## config.mk

```make
export PLATFORM = sky130hd
export DESIGN_NAME = dmem_arbiter
export DESIGN_NICKNAME = d
export VERILOG_FILES = /design/src/rtl/dmem_arb_pkg.sv /design/src/rtl/arb_rr_pick.sv /design/src/rtl/dmem_arbiter.sv
export SDC_FILE = /design/constraint.sdc
export NUM_CORES = 1
export LEC_CHECK = 0
export BUFFER_PORTS_ARGS = -buffer_cell sky130_fd_sc_hd__buf_2
export CAP_MARGIN = 20
export CELL_PAD_IN_SITES_DETAIL_PLACEMENT = 1
export CELL_PAD_IN_SITES_GLOBAL_PLACEMENT = 1
export CORE_ASPECT_RATIO = 1.1
export CORE_MARGIN = 5
export CORE_UTILIZATION = 16
export DETAILED_ROUTE_END_ITERATION = 12
export PLACE_DENSITY_LB_ADDON = 0.1
export SETUP_SLACK_MARGIN = 0.1
export SYNTH_ARGS = -nofsm -noshare
export SYNTH_HDL_FRONTEND = slang
export SYNTH_HIERARCHICAL = 1
export SYNTH_SLANG_ARGS = --single-unit
export TNS_END_PERCENT = 1
```

## constraint.sdc

```tcl
create_clock -name clk_i -period 2 [get_ports clk_i]
set_input_delay 0.3 -clock clk_i [delete_from_list [all_inputs] [get_ports clk_i]]
set_output_delay 0.3 -clock clk_i [all_outputs]
set_load 0.05 [all_outputs]
```

## src/rtl/dmem_arb_pkg.sv

```systemverilog
// Shared types and widths for the data-memory arbiter between the core LSU and the debug loader.
package dmem_arb_pkg;

  localparam int unsigned ADDR_W      = 14;
  localparam int unsigned DATA_W      = 32;
  localparam int unsigned BE_W        = DATA_W / 8;
  localparam int unsigned TIMEOUT_CYC = 16;
  localparam int unsigned CNT_W       = $clog2(TIMEOUT_CYC);

  typedef enum logic [1:0] {
    IDLE,
    WAIT_CPU,
    WAIT_DBG
  } arb_state_e;

  typedef enum logic {
    REQ_CPU,
    REQ_DBG
  } req_id_e;

  // Command payload forwarded from the granted requester to the SRAM.
  typedef struct packed {
    logic              we;
    logic [ADDR_W-1:0] addr;
    logic [DATA_W-1:0] wdata;
    logic [BE_W-1:0]   be;
  } mem_cmd_t;

endpackage

```

## src/rtl/arb_rr_pick.sv

```systemverilog
// Two-way round-robin winner selection; the requester that did not win last time gets a tie.
module arb_rr_pick
  import dmem_arb_pkg::*;
(
  input  logic    req_cpu_i,
  input  logic    req_dbg_i,
  input  req_id_e rr_last_i,
  output logic    grant_valid_o,
  output req_id_e grant_id_o
);

  always_comb begin
    grant_valid_o = req_cpu_i | req_dbg_i;
    grant_id_o    = REQ_CPU;
    if (req_cpu_i && req_dbg_i) begin
      grant_id_o = (rr_last_i == REQ_CPU) ? REQ_DBG : REQ_CPU;
    end else if (req_dbg_i) begin
      grant_id_o = REQ_DBG;
    end
  end

endmodule

```

## src/rtl/dmem_arbiter.sv

```systemverilog
// Single-outstanding round-robin arbiter sharing the data SRAM between the LSU and the debug port.
// Optional WAIT timeout with error completion is enabled by defining DMEM_ARB_TIMEOUT_EN.
module dmem_arbiter
  import dmem_arb_pkg::*;
(
  input  logic              clk_i,
  input  logic              rst_ni,
  input  logic              cpu_req_i,
  input  logic              cpu_we_i,
  input  logic [ADDR_W-1:0] cpu_addr_i,
  input  logic [DATA_W-1:0] cpu_wdata_i,
  input  logic [BE_W-1:0]   cpu_be_i,
  output logic              cpu_gnt_o,
  output logic              cpu_rvalid_o,
  output logic [DATA_W-1:0] cpu_rdata_o,
  output logic              cpu_err_o,
  input  logic              dbg_req_i,
  input  logic              dbg_we_i,
  input  logic [ADDR_W-1:0] dbg_addr_i,
  input  logic [DATA_W-1:0] dbg_wdata_i,
  input  logic [BE_W-1:0]   dbg_be_i,
  output logic              dbg_gnt_o,
  output logic              dbg_rvalid_o,
  output logic [DATA_W-1:0] dbg_rdata_o,
  output logic              dbg_err_o,
  output logic              mem_req_o,
  output logic              mem_we_o,
  output logic [ADDR_W-1:0] mem_addr_o,
  output logic [DATA_W-1:0] mem_wdata_o,
  output logic [BE_W-1:0]   mem_be_o,
  input  logic              mem_rvalid_i,
  input  logic [DATA_W-1:0] mem_rdata_i
);

  arb_state_e        state_q, state_d;
  req_id_e           rr_last_q, rr_last_d;
  req_id_e           pick_id;
  logic              pick_valid;
  logic              we_q, we_d;
  logic              expired;
  logic              cmp_err;
  logic [DATA_W-1:0] cmp_rdata;
  mem_cmd_t          cpu_cmd, dbg_cmd, win_cmd;

  assign cpu_cmd = '{we: cpu_we_i, addr: cpu_addr_i, wdata: cpu_wdata_i, be: cpu_be_i};
  assign dbg_cmd = '{we: dbg_we_i, addr: dbg_addr_i, wdata: dbg_wdata_i, be: dbg_be_i};
  assign win_cmd = (pick_id == REQ_CPU) ? cpu_cmd : dbg_cmd;

  arb_rr_pick u_pick (
    .req_cpu_i    (cpu_req_i),
    .req_dbg_i    (dbg_req_i),
    .rr_last_i    (rr_last_q),
    .grant_valid_o(pick_valid),
    .grant_id_o   (pick_id)
  );

`ifdef DMEM_ARB_TIMEOUT_EN
  logic [CNT_W-1:0] cnt_q, cnt_d;

  // Counter is held at zero in IDLE so every WAIT starts from a clean count.
  always_comb begin
    cnt_d   = cnt_q;
    expired = 1'b0;
    if (state_q == IDLE) begin
      cnt_d = '0;
    end else if (!mem_rvalid_i) begin
      if (cnt_q == CNT_W'(TIMEOUT_CYC - 1)) begin
        expired = 1'b1;
      end else begin
        cnt_d = cnt_q + CNT_W'(1);
      end
    end
  end

  always_ff @(posedge clk_i or negedge rst_ni) begin
    if (!rst_ni) begin
      cnt_q <= '0;
    end else begin
      cnt_q <= cnt_d;
    end
  end
`else
  assign expired = 1'b0;
`endif

  // A real memory response always beats a simultaneous timeout.
  assign cmp_err   = expired & ~mem_rvalid_i;
  assign cmp_rdata = (we_q || !mem_rvalid_i) ? '0 : mem_rdata_i;

  always_ff @(posedge clk_i or negedge rst_ni) begin
    if (!rst_ni) begin
      state_q   <= IDLE;
      rr_last_q <= REQ_DBG;
      we_q      <= 1'b0;
    end else begin
      state_q   <= state_d;
      rr_last_q <= rr_last_d;
      we_q      <= we_d;
    end
  end

  always_comb begin
    state_d      = state_q;
    rr_last_d    = rr_last_q;
    we_d         = we_q;
    cpu_gnt_o    = 1'b0;
    dbg_gnt_o    = 1'b0;
    cpu_rvalid_o = 1'b0;
    cpu_rdata_o  = '0;
    cpu_err_o    = 1'b0;
    dbg_rvalid_o = 1'b0;
    dbg_rdata_o  = '0;
    dbg_err_o    = 1'b0;
    mem_req_o    = 1'b0;
    mem_we_o     = 1'b0;
    mem_addr_o   = '0;
    mem_wdata_o  = '0;
    mem_be_o     = '0;
    unique case (state_q)
      IDLE: begin
        if (pick_valid) begin
          mem_req_o   = 1'b1;
          mem_we_o    = win_cmd.we;
          mem_addr_o  = win_cmd.addr;
          mem_wdata_o = win_cmd.wdata;
          mem_be_o    = win_cmd.be;
          cpu_gnt_o   = (pick_id == REQ_CPU);
          dbg_gnt_o   = (pick_id == REQ_DBG);
          rr_last_d   = pick_id;
          we_d        = win_cmd.we;
          state_d     = (pick_id == REQ_CPU) ? WAIT_CPU : WAIT_DBG;
        end
      end
      WAIT_CPU, WAIT_DBG: begin
        if (mem_rvalid_i || expired) begin
          if (state_q == WAIT_CPU) begin
            cpu_rvalid_o = 1'b1;
            cpu_rdata_o  = cmp_rdata;
            cpu_err_o    = cmp_err;
          end else begin
            dbg_rvalid_o = 1'b1;
            dbg_rdata_o  = cmp_rdata;
            dbg_err_o    = cmp_err;
          end
          state_d = IDLE;
        end
      end
      default: state_d = IDLE;
    endcase
  end

endmodule

```

# Yosys cells after proc, flatten, opt, wreduce, memory -nomap -nowiden
# Cells that the tools add are included.
dict set report op_classes {
  n_addsub 0
  multipliers 0
  div 0
  n_lt_le_gt_ge 0
  n_eq_ne 4
  shift 0
  n_mux 35
  bitwise 2
  reduce_logical 7
}
# op n
set op_table {}
lappend op_table {{$mux W32} 9}
lappend op_table {{$mux W51} 1}
lappend op_table {{$mux W14} 2}
lappend op_table {{$mux W1} 17}
lappend op_table {{$mux W4} 2}
lappend op_table {{$mux W2} 3}
lappend op_table {{$ne A2 B2 Y1 const B} 2}
lappend op_table {{$pmux W2 S2} 1}
lappend op_table {{$reduce_and A2 Y1} 2}
lappend op_table {{$eq A2 B1 Y1 const B} 1}
lappend op_table {{$eq A2 B2 Y1 const B} 1}
lappend op_table {{$logic_not A2 Y1} 1}
lappend op_table {{$reduce_or A2 Y1} 1}
lappend op_table {{$logic_and A1 B1 Y1} 1}
lappend op_table {{$logic_not A1 Y1} 1}
lappend op_table {{$logic_or A1 B1 Y1} 1}
lappend op_table {{$not A1 Y1} 1}
lappend op_table {{$or A1 B1 Y1} 1}
dict set report totals {
  regBits 4
  latchBits 0
  mem_bits_rw 0
  romBits 0
  mem_count 0
}

# Logic depth before layout (Yosys ltp)
# Gate-level depths: netlist of the first run.
dict set report depth {
  word_depth 6
  ltp_mapped 5
}

# By module
# Netlist of the first run, hierarchy kept.
# module instances cells_per_inst area_per_inst_um2 seq_area_each_um2
set by_module_without_submodules {}
lappend by_module_without_submodules {dmem_arbiter 1 214 1547.7 101.3}
lappend by_module_without_submodules {arb_rr_pick 1 2 13.8 0.0}

# Worst setup path before layout of the first run
# No wires, ideal clock.
dict set report synth_timing {
  path_kind {register to output}
  start {register state_q[0]}
  end {output mem_addr_o[0]}
  arrival_ps 1661
  path_slack_ps 39
  stages_incl_launch_ff 6
  path_cell_list {dfrtp_1 > inv_1 > ha_1 > nand2_2 > buf_1 > nor2_1}
}
dict set report synth_between {
  elab_chain_len 2
}
# element line_no
set synth_lines {}
lappend synth_lines {{start: declaration} dmem_arbiter.sv:35} ;# arb_state_e state_q, state_d;
lappend synth_lines {{start signal: assignment} dmem_arbiter.sv:96} ;# state_q <= state_d;
lappend synth_lines {{$logic_not A2 Y1} dmem_arbiter.sv:119} ;# unique case (state_q)
lappend synth_lines {{$mux W14} dmem_arbiter.sv:119}
lappend synth_lines {{end: declaration} dmem_arbiter.sv:28} ;# output logic [ADDR_W-1:0] mem_addr_o,
# Every way passes these cells.

# Final worst setup path of the first run
dict set report layout_timing {
  start {register state_q[0]}
  end {output cpu_rdata_o[7]}
}
dict set report layout_between {
  elab_chain_len 4
  elab_cells_between_ends 6
  classes_between {2 x eq/ne; 3 x mux; 1 x reduce/logical}
}
# element line_no
set layout_lines {}
lappend layout_lines {{$eq A2 B1 Y1} {dmem_arbiter.sv:119, dmem_arbiter.sv:136}}
lappend layout_lines {{$mux W32} dmem_arbiter.sv:136} ;# if (state_q == WAIT_CPU) begin
lappend layout_lines {{$mux W32} dmem_arbiter.sv:135} ;# if (mem_rvalid_i || expired) begin
lappend layout_lines {{$mux W32 (*)} dmem_arbiter.sv:119}
lappend layout_lines {{end: declaration} dmem_arbiter.sv:15} ;# output logic [DATA_W-1:0] cpu_rdata_o,
# Every way passes the cells marked *; elsewhere a longest branch is shown, timed or not.

==> qor.yml, run 1 <==
ir_worst_vdd_uv: 543
critPathArrivalTime_ps: 1720
final.setup.worst_slack_ps: -16.8
drt-total-wl_mm: 9.99
route.detailed.drc: 0
pwr_density_cell_nw_per_um2: 1330
h-tree-depth: 1
netlist.area_leader.share: 0.327
cts_buffer_depth: 2
area_delta_synth_final_pct: 150
place_inst: 580
yosys-top-cells-area: "mux2i_1, and2_1, nor2_1"
rows: 37
utilization: 0.414
vias: 2572
wire_per_inst_um: 16.9
rsz0062_at_grt: "yes"
ant_nets: 0
finalMaxSlewViolations: 0
setup_viol: 2
coreArea_um2: 9440
p_leak_nw: 2.12
ios: 261
drv_cap: 0
layout.nets: 618
synth_top_family_by_area: "simple AND/OR/NAND/NOR gates"
endpoint_kind: "primary output"
cts_root_buf: "clkbuf_8"
die_width_um: 104
layout-drive-gt1-share: 0.672
crit_slowest_cell: "dfrtp_1"
final-seq-area_um2: 101
crit_buf_inv: 2
cts-buffers-inserted: 3
final_common_cell: "buf_2"
fill_cells: 1149
postSynthCellCount: 216
port_buffers: 258
violations: "negative setup slack"
setup_tns_ps: -22.7
finalNonFillerCells: 592
grt_pass1_vias: 2749
synth.area.mux_share: 0.327
period_minus_slack_ps: 2020
critPathLaunchType: "register"
initial_core_util: 0.165
clkTransAtPathRegs_ps: 30
vias_per_cell: 4.34
die-area_um2: 11800
fmax_mhz: 496
die_h_um: 114
multiInputGateArea_um2: 1510
seq_area_frac_synth: 0.0649
path_cells: "inv_2, ha_4, and4b_2, and2_1, buf_4"
stdcell_area_um2: 3910
p_total_mw: 5.19
place.gp.congestion: 0.747
skew_ps: 1.82
r2r_slack_ps: 650
post-place-ws_ps: 18.7
post-route-period-util: 1.01
cts_sinks: 4
yosysWarnings: 6
place_area_um2: 2950
dr.pass1.iters: 4
ys_seq_elements: 4
final_cell_mix: "buf_2, buf_6, mux2i_1"
synthAdderAreaFrac: 0.0240
status: "finished, violations left"
dp_hpwl_mm: 7.50
track_usage: 0.152
hold_path_class: "in2async"
synth_cell_types: 25
num_antenna_cells: 0
synthXorXnorAreaFrac: 0
crit_type: "reg2out"
cts_tree: "done"
antenna_found_initial: 0
synth_compound_area_frac: 0.0272
crit_family: "simple AND/OR/NAND/NOR gates"
synth_area_um2: 1560
grt_max_degree: 26
cp.required_ps: 1700
insertion_delay_ps: 220
yosys.area_share.simple: 0.441
grt_overflow: 0
whs_ps: 442
path_max_fanout: 10
synth_area_per_cell_um2: 7.23
yosysTopAreaCell: "mux2i_1"
drt_iter0_markers: 47
critPathMaxStageDelay_ps: 400
grt_pass1_wl_mm: 14.7
hold_viol_final: 0
## power breakdown
group | switching (mW) | internal (mW)
combinational | 3.11 | 1.72
clock | 0.0437 | 0.136
sequential | 0.0496 | 0.127
total | 3.20 | 1.99
## final cells by class
cell class	count	area share
clock buffers	4	0.0115
inverters	3	0.00288
multi-input cells	197	0.386
flip-flops and latches	4	0.0259
well taps	117	0.0375
repair buffers	267	0.536
## path summary, 6_finish.rpt
path | startpoint | endpoint | cells past startpoint
min reg2reg | rr_last_q | rr_last_q | 1
max in group asynchronous | rst_ni | rr_last_q | 2
max | state_q[0] | cpu_rdata_o[7] | 5
max reg2reg | state_q[0] | state_q[1] | 5
min in group clk_i | dbg_we_i | we_q | 4
min | rst_ni | state_q[0] | 2
## synth_stat cells
cell type,number
dfrtp_1,3
a21boi_1,1
and3_1,1
and3b_1,1
nor2_1,52
ha_1,3
a21o_1,2
buf_2,1
buf_6,11
o21ai_0,2
and2_1,65
inv_1,3
mux2i_1,51
o21ai_1,2
buf_4,3
nor2b_1,2
and4bb_4,1
conb_1,1
nand2_2,1
dfstp_2,1
nand2_1,1
nand2b_1,2
buf_1,4
or2_1,1
and4b_4,1
## registers in the layout, summed over array words and instances, names as in the netlist
register	flops
we_q	1
rr_last_q	1
state_q	2
## repair_timing
action | CTS | global route
hold endpoints to repair | 3 | 0
setup buffers | 1 | 0
gates resized for setup | 201 | 69
pin swaps | 27 | 35
endpoints found under the setup margin | 117 | 116
hold buffers | 1 | 0
gates cloned | 6 | 0
## kinds of logic (layout without fill, tap and decap cells)
kind of cell    count (synthesis)  count (layout)
mux                            51              51
other cells                     1               2
buf+inv                        22             274
compound gates                  7               7
simple gates                  128             134
flops                           4               4
fa+ha+maj                       3               3
## layer usage
layer | track usage | wire (µm) | vias to the layer above
met4 | 0.0449 | 236 | 0
met5 | 0 | 0 | -
met2 | 0.308 | 5530 | 158
li1 | - | - | 1227
met1 | 0.143 | 3300 | 1171
met3 | 0.0504 | 919 | 16
(Power assumes the default switching activity.)
==> run 2: changes to the inputs <==
--- a/config.mk
+++ b/config.mk
@@ -14,7 +14,6 @@
 export CORE_UTILIZATION = 16
 export DETAILED_ROUTE_END_ITERATION = 12
 export PLACE_DENSITY_LB_ADDON = 0.1
-export SETUP_SLACK_MARGIN = 0.1
 export SYNTH_ARGS = -nofsm -noshare
 export SYNTH_HDL_FRONTEND = slang
 export SYNTH_HIERARCHICAL = 1
==> run 2 against run 1 <==
Compared with the run above:
- the flow still finishes with violations (negative setup slack)
- power is 5.7% lower
- utilization decreased by 2.0 points
- global-route usage decreased by 0.77 points
- critical path depth increased by 1
- flip-flop and latch count did not move
- worst setup slack worse by 0.84 ps
- critical path type unchanged
- critical endpoint is now cpu_rdata_o[17]
- largest power group unchanged
==> qor.yml, run 2 (synthesis gave the netlist of run 1 again) <==
ant_nets: 0  # unchanged
cts_root_buf: "clkbuf_8"  # unchanged
crit_family: "simple AND/OR/NAND/NOR gates"  # unchanged
num_antenna_cells: 0  # unchanged
place.gp.congestion: 0.747  # unchanged
cts_buffer_depth: 2  # unchanged
area_delta_synth_final_pct: 138  # was 150%
h-tree-depth: 1  # unchanged
drt_iter0_markers: 47  # unchanged
grt_max_degree: 26  # unchanged
critPathArrivalTime_ps: 1720  # about the same
final_cell_mix: "buf_2, nor2_1, mux2i_1"  # was buf_2, buf_6, mux2i_1
vias_per_cell: 4.27  # was 4.34
drv_cap: 0  # unchanged
critPathMaxStageDelay_ps: 350  # was 400 ps
setup_viol: 3  # was 2
skew_ps: 1.72  # was 1.82 ps
layout-drive-gt1-share: 0.642  # was 0.672
finalMaxSlewViolations: 0  # unchanged
top_regs: "state_q (2), rr_last_q (1), we_q (1)"  # unchanged
final.setup.worst_slack_ps: -17.6  # was -16.8 ps
insertion_delay_ps: 220  # about the same
ir_worst_vdd_uv: 545  # was 543 µV
hold_path_class: "in2async"  # unchanged
clkTransAtPathRegs_ps: 30  # about the same
hold_viol_final: 0  # unchanged
crit_type: "reg2out"  # unchanged
largest_register_ff_count: 2  # unchanged
post-route-period-util: 1.01  # about the same
utilization: 0.393  # was 0.414
rsz0062_at_grt: "yes"  # unchanged
fmax_mhz: 496  # about the same
grt_pass1_vias: 2612  # was 2749
vias: 2552  # was 2572
p_leak_nw: 2.11  # was 2.12 nW
die_width_um: 104  # unchanged
wire_per_inst_um: 16.7  # was 16.9 µm
pwr_density_cell_nw_per_um2: 1320  # was 1330 nW/µm²
antenna_found_initial: 0  # unchanged
violations: "negative setup slack"  # unchanged
drt-total-wl_mm: 9.99  # about the same
critPathLaunchType: "register"  # unchanged
grt_pass1_wl_mm: 14.0  # was 14.7 mm
period_minus_slack_ps: 2020  # about the same
rows: 37  # unchanged
final_common_cell: "buf_2"  # unchanged
cts_sinks: 4  # unchanged
path_max_fanout: 8  # was 10
route.detailed.drc: 0  # unchanged
cp.required_ps: 1700  # about the same
ios: 261  # unchanged
dp_hpwl_mm: 7.50  # unchanged
crit_slowest_cell: "dfrtp_1"  # unchanged
initial_core_util: 0.165  # unchanged
die_h_um: 114  # unchanged
layout.nets: 624  # was 618
post-place-ws_ps: 18.7  # unchanged
port_buffers: 258  # unchanged
track_usage: 0.144  # was 0.152
path_cells: "inv_2, ha_4, buf_12, and4b_2, and2_1, buf_6"  # was inv_2, ha_4, and4b_2, and2_1, buf_4
endpoint_kind: "primary output"  # unchanged
crit_buf_inv: 3  # was 2
top_register: "state_q"  # unchanged
die-area_um2: 11800  # unchanged
coreArea_um2: 9440  # unchanged
dr.pass1.iters: 4  # unchanged
status: "finished, violations left"  # unchanged
grt_overflow: 0  # unchanged
cts-buffers-inserted: 3  # unchanged
cts_tree: "done"  # unchanged
run 2: final timing paths:
check | cells past startpoint | slack (ps) | from | endpoint
max | 6 | -20 | state_q[1] | cpu_rdata_o[17]
min | 2 | 450 | rst_ni | state_q[0]
max reg2reg | 6 | 630 | state_q[1] | state_q[1]
min reg2reg | 1 | 530 | rr_last_q | rr_last_q
max in group asynchronous | 2 | 1340 | rst_ni | rr_last_q
min in group clk_i | 4 | 480 | dbg_we_i | we_q
run 2: where the power goes:
group | internal [mW] | total, mW | switching (mW)
Sequential | 0.127 | 0.169 | 0.0417
Clock | 0.136 | 0.180 | 0.0437
Combinational | 1.48 | 4.54 | 3.06
Total | 1.75 | 4.89 | 3.14
run 2: per-layer routing:
layer	up-vias	track usage	share of wire
met4	0	0.0268	0.017
met3	12	0.0492	0.096
met1	1141	0.139	0.34
met2	156	0.295	0.55
met5	-	0	0
li1	1243	-	-
run 2: layout make-up:
class	instances	area, µm²
Fill cell	1172	5730
Tap cell	117	146
Timing Repair Buffer	273	1960
Clock buffer	4	45.0
Multi-Input combinational cell	197	1450
Sequential cell	4	101
Inverter	3	11.3
run 2: repair_timing:
item	in CTS	in global routing
resized for setup	95	92
buffers inserted	0	7
hold buffers	1	0
endpoints found under the hold margin	3	0
pin swaps	5	16
setup endpoints to repair	87	107
cloned	5	1
run 2: stage by stage:
step	TNS, ps	area, µm²	hold slack (ps)	total power [mW]	cells
after floorplan	0	1570	4.41	3.09	217
after global placement	0	2950	117	3.98	580
after detailed placement	0	2950	120	3.98	580
after CTS	-67.8	3340	433	4.52	590
after global routing	-2080	3720	460	5.15	598
final	-36.0	3720	448	4.89	598
==> run 3: changes to the inputs <==
==> constraint.sdc (replaced) <==
create_clock -name clk_i -period 2 [get_ports clk_i]
set_input_delay 0.3 -clock clk_i [delete_from_list [all_inputs] [get_ports clk_i]]
set_output_delay 0.3 -clock clk_i [all_outputs]
set_load 0.005 [all_outputs]
==> run 3 against run 2 <==
Compared with the run above:
- the flow now finishes without violations
- first-iteration DRC count down 23%
- sequential power down 2%
- register-to-register slack worse by 70 ps
- critical path depth down 2
- power down 53%
- worst setup slack better by 110 ps
- final cell count down 2.2%
- clock power about the same
- die area unchanged
- hold slack worse by 21 ps
- utilization down 7.4 points
- critical endpoint is now dbg_rdata_o[28]
- highest routed layer unchanged
==> qor.yml, run 3 (synthesis gave the netlist of run 1 again) <==
status: "complete, no violations"  # was finished, violations left
place_area_um2: 2920  # was 2950 µm²
post-place-ws_ps: 159  # was 18.7 ps
area_delta_synth_final_pct: 93.4  # was 138%
die_h_um: 114  # unchanged
cts_sinks: 4  # unchanged
post-route-period-util: 0.955  # was 1.01
critPathLaunchType: "register"  # unchanged
initial_core_util: 0.165  # unchanged
setup_viol: 0  # was 3
pwr_density_cell_nw_per_um2: 768  # was 1320 nW/µm²
die-area_um2: 11800  # unchanged
drv_cap: 0  # unchanged
route.detailed.drc: 0  # unchanged
grt_pass1_wl_mm: 12.7  # was 14.0 mm
cts_root_buf: "clkbuf_8"  # unchanged
cts_buffer_depth: 2  # unchanged
track_usage: 0.128  # was 0.144
ios: 261  # unchanged
p_leak_nw: 1.95  # was 2.11 nW
dr.pass1.iters: 4  # unchanged
period_minus_slack_ps: 1910  # was 2020 ps
dp_hpwl_mm: 7.36  # was 7.50 mm
path_max_fanout: 16  # was 8
endpoint: "dbg_rdata_o[28]"  # was cpu_rdata_o[17]
grt_overflow: 0  # unchanged
cts-buffers-inserted: 3  # unchanged
stdcell_area_um2: 3020  # was 3720 µm²
endpoint_kind: "primary output"  # unchanged
critPathArrivalTime_ps: 1610  # was 1720 ps
antenna_found_initial: 0  # unchanged
rows: 37  # unchanged
critPathMaxStageDelay_ps: 470  # was 350 ps
crit_family: "simple AND/OR/NAND/NOR gates"  # unchanged
crit_type: "reg2out"  # unchanged
skew_ps: 0.977  # was 1.72 ps
layout-drive-gt1-share: 0.588  # was 0.642
final_cell_mix: "buf_2, and2_1, nor2_1"  # was buf_2, nor2_1, mux2i_1
post-cts-setup-buffers: 0  # unchanged
port_buffers: 258  # unchanged
grt_max_degree: 38  # was 26
place.gp.congestion: 0.733  # was 0.747
drt_iter0_markers: 36  # was 47
worst_r2r_path_depth: 5  # was 6
p_total_mw: 2.32  # was 4.89 mW
finalMaxSlewViolations: 0  # unchanged
startpoint: "state_q[0]"  # was state_q[1]
wire_per_inst_um: 14.8  # was 16.7 µm
ir_worst_vdd_uv: 305  # was 545 µV
worstReg2RegStart: "rr_last_q"  # was state_q[1]
top_register: "state_q"  # unchanged
crit_buf_inv: 1  # was 3
path_cells: "ha_1, and4bb_4, and2_1, buf_2"  # was inv_2, ha_4, buf_12, and4b_2, and2_1, buf_6
vias_per_cell: 4.12  # was 4.27
cts_tree: "done"  # unchanged
ant_nets: 0  # unchanged
layout.nets: 611  # was 624
fmax_mhz: 524  # was 496 MHz
num_antenna_cells: 0  # unchanged
cp.required_ps: 1700  # about the same
h-tree-depth: 1  # unchanged
cp.depth: 4  # was 6
hold_viol_final: 0  # unchanged
clkTransAtPathRegs_ps: 30  # about the same
grt_pass1_vias: 2514  # was 2612
largest_register_ff_count: 2  # unchanged
r2r_slack_ps: 560  # was 630 ps
rsz0062_at_grt: "yes"  # unchanged
vias: 2411  # was 2552
top_regs: "state_q (2), rr_last_q (1), we_q (1)"  # unchanged
insertion_delay_ps: 220  # about the same
final.setup.worst_slack_ps: 90.3  # was -17.6 ps
drt-total-wl_mm: 8.66  # was 9.99 mm
final_common_cell: "buf_2"  # unchanged
crit_slowest_cell: "and4bb_4"  # was dfrtp_1
coreArea_um2: 9440  # unchanged
die_width_um: 104  # unchanged
hold_path_class: "in2async"  # unchanged
r2r-end: "we_q"  # was state_q[1]
[run 3: layout make-up]
cell class,instances,area [µm²]
clock buffer,4,45.0
fill,1260,6420
inverter,3,11.3
multi-input combinational,193,1340
sequential,4,101
tap,117,146
timing repair buffer,264,1380
[run 3: routing by layer]
layer  up-vias  track usage  share of wire
met5         -            0              0
met4         0       0.0138         0.0032
met3         2       0.0470           0.10
met2       144        0.256           0.54
met1      1059        0.131           0.35
li1       1206            -              -
[run 3: power breakdown]
part	internal (mW)	total, mW	switching, mW
registers	0.127	0.165	0.0378
clock network	0.136	0.179	0.0430
logic	0.990	1.97	0.984
[run 3: metrics by stage]
| stage | setup TNS (ps) | std cells | utilization | hold WS, ps |
|---|---|---|---|---|
| 2_1_floorplan | 0 | 217 | - | 4.41 |
| 3_3_place_gp | 0 | 578 | 0.309 | 115 |
| 3_5_place_dp | 0 | 578 | 0.309 | 114 |
| 4_1_cts | -65.7 | 583 | 0.317 | 431 |
| 5_1_grt | -509 | 585 | 0.320 | 445 |
| 6_report | 0 | 585 | 0.320 | 428 |
[run 3: worst min-delay path by stage]
stage           start          to  slack [ps]  depth (start not counted)
2_1_floorplan  rst_ni  state_q[0]           4                          0
4_1_cts        rst_ni  state_q[1]         430                          2
5_1_grt        rst_ni  state_q[0]         440                          2
3_3_place_gp   rst_ni  state_q[1]         110                          1
6_report       rst_ni  state_q[1]         430                          2
3_5_place_dp   rst_ni  state_q[1]         110                          1
[run 3: what timing repair did]
item | 4_1_cts | 5_1_grt
pin swaps | 3 | 1
hold endpoints to repair | 3 | 0
cloned | 0 | 2
hold buffers | 1 | 0
gates resized for setup | 2 | 2
setup endpoints to repair | 64 | 64
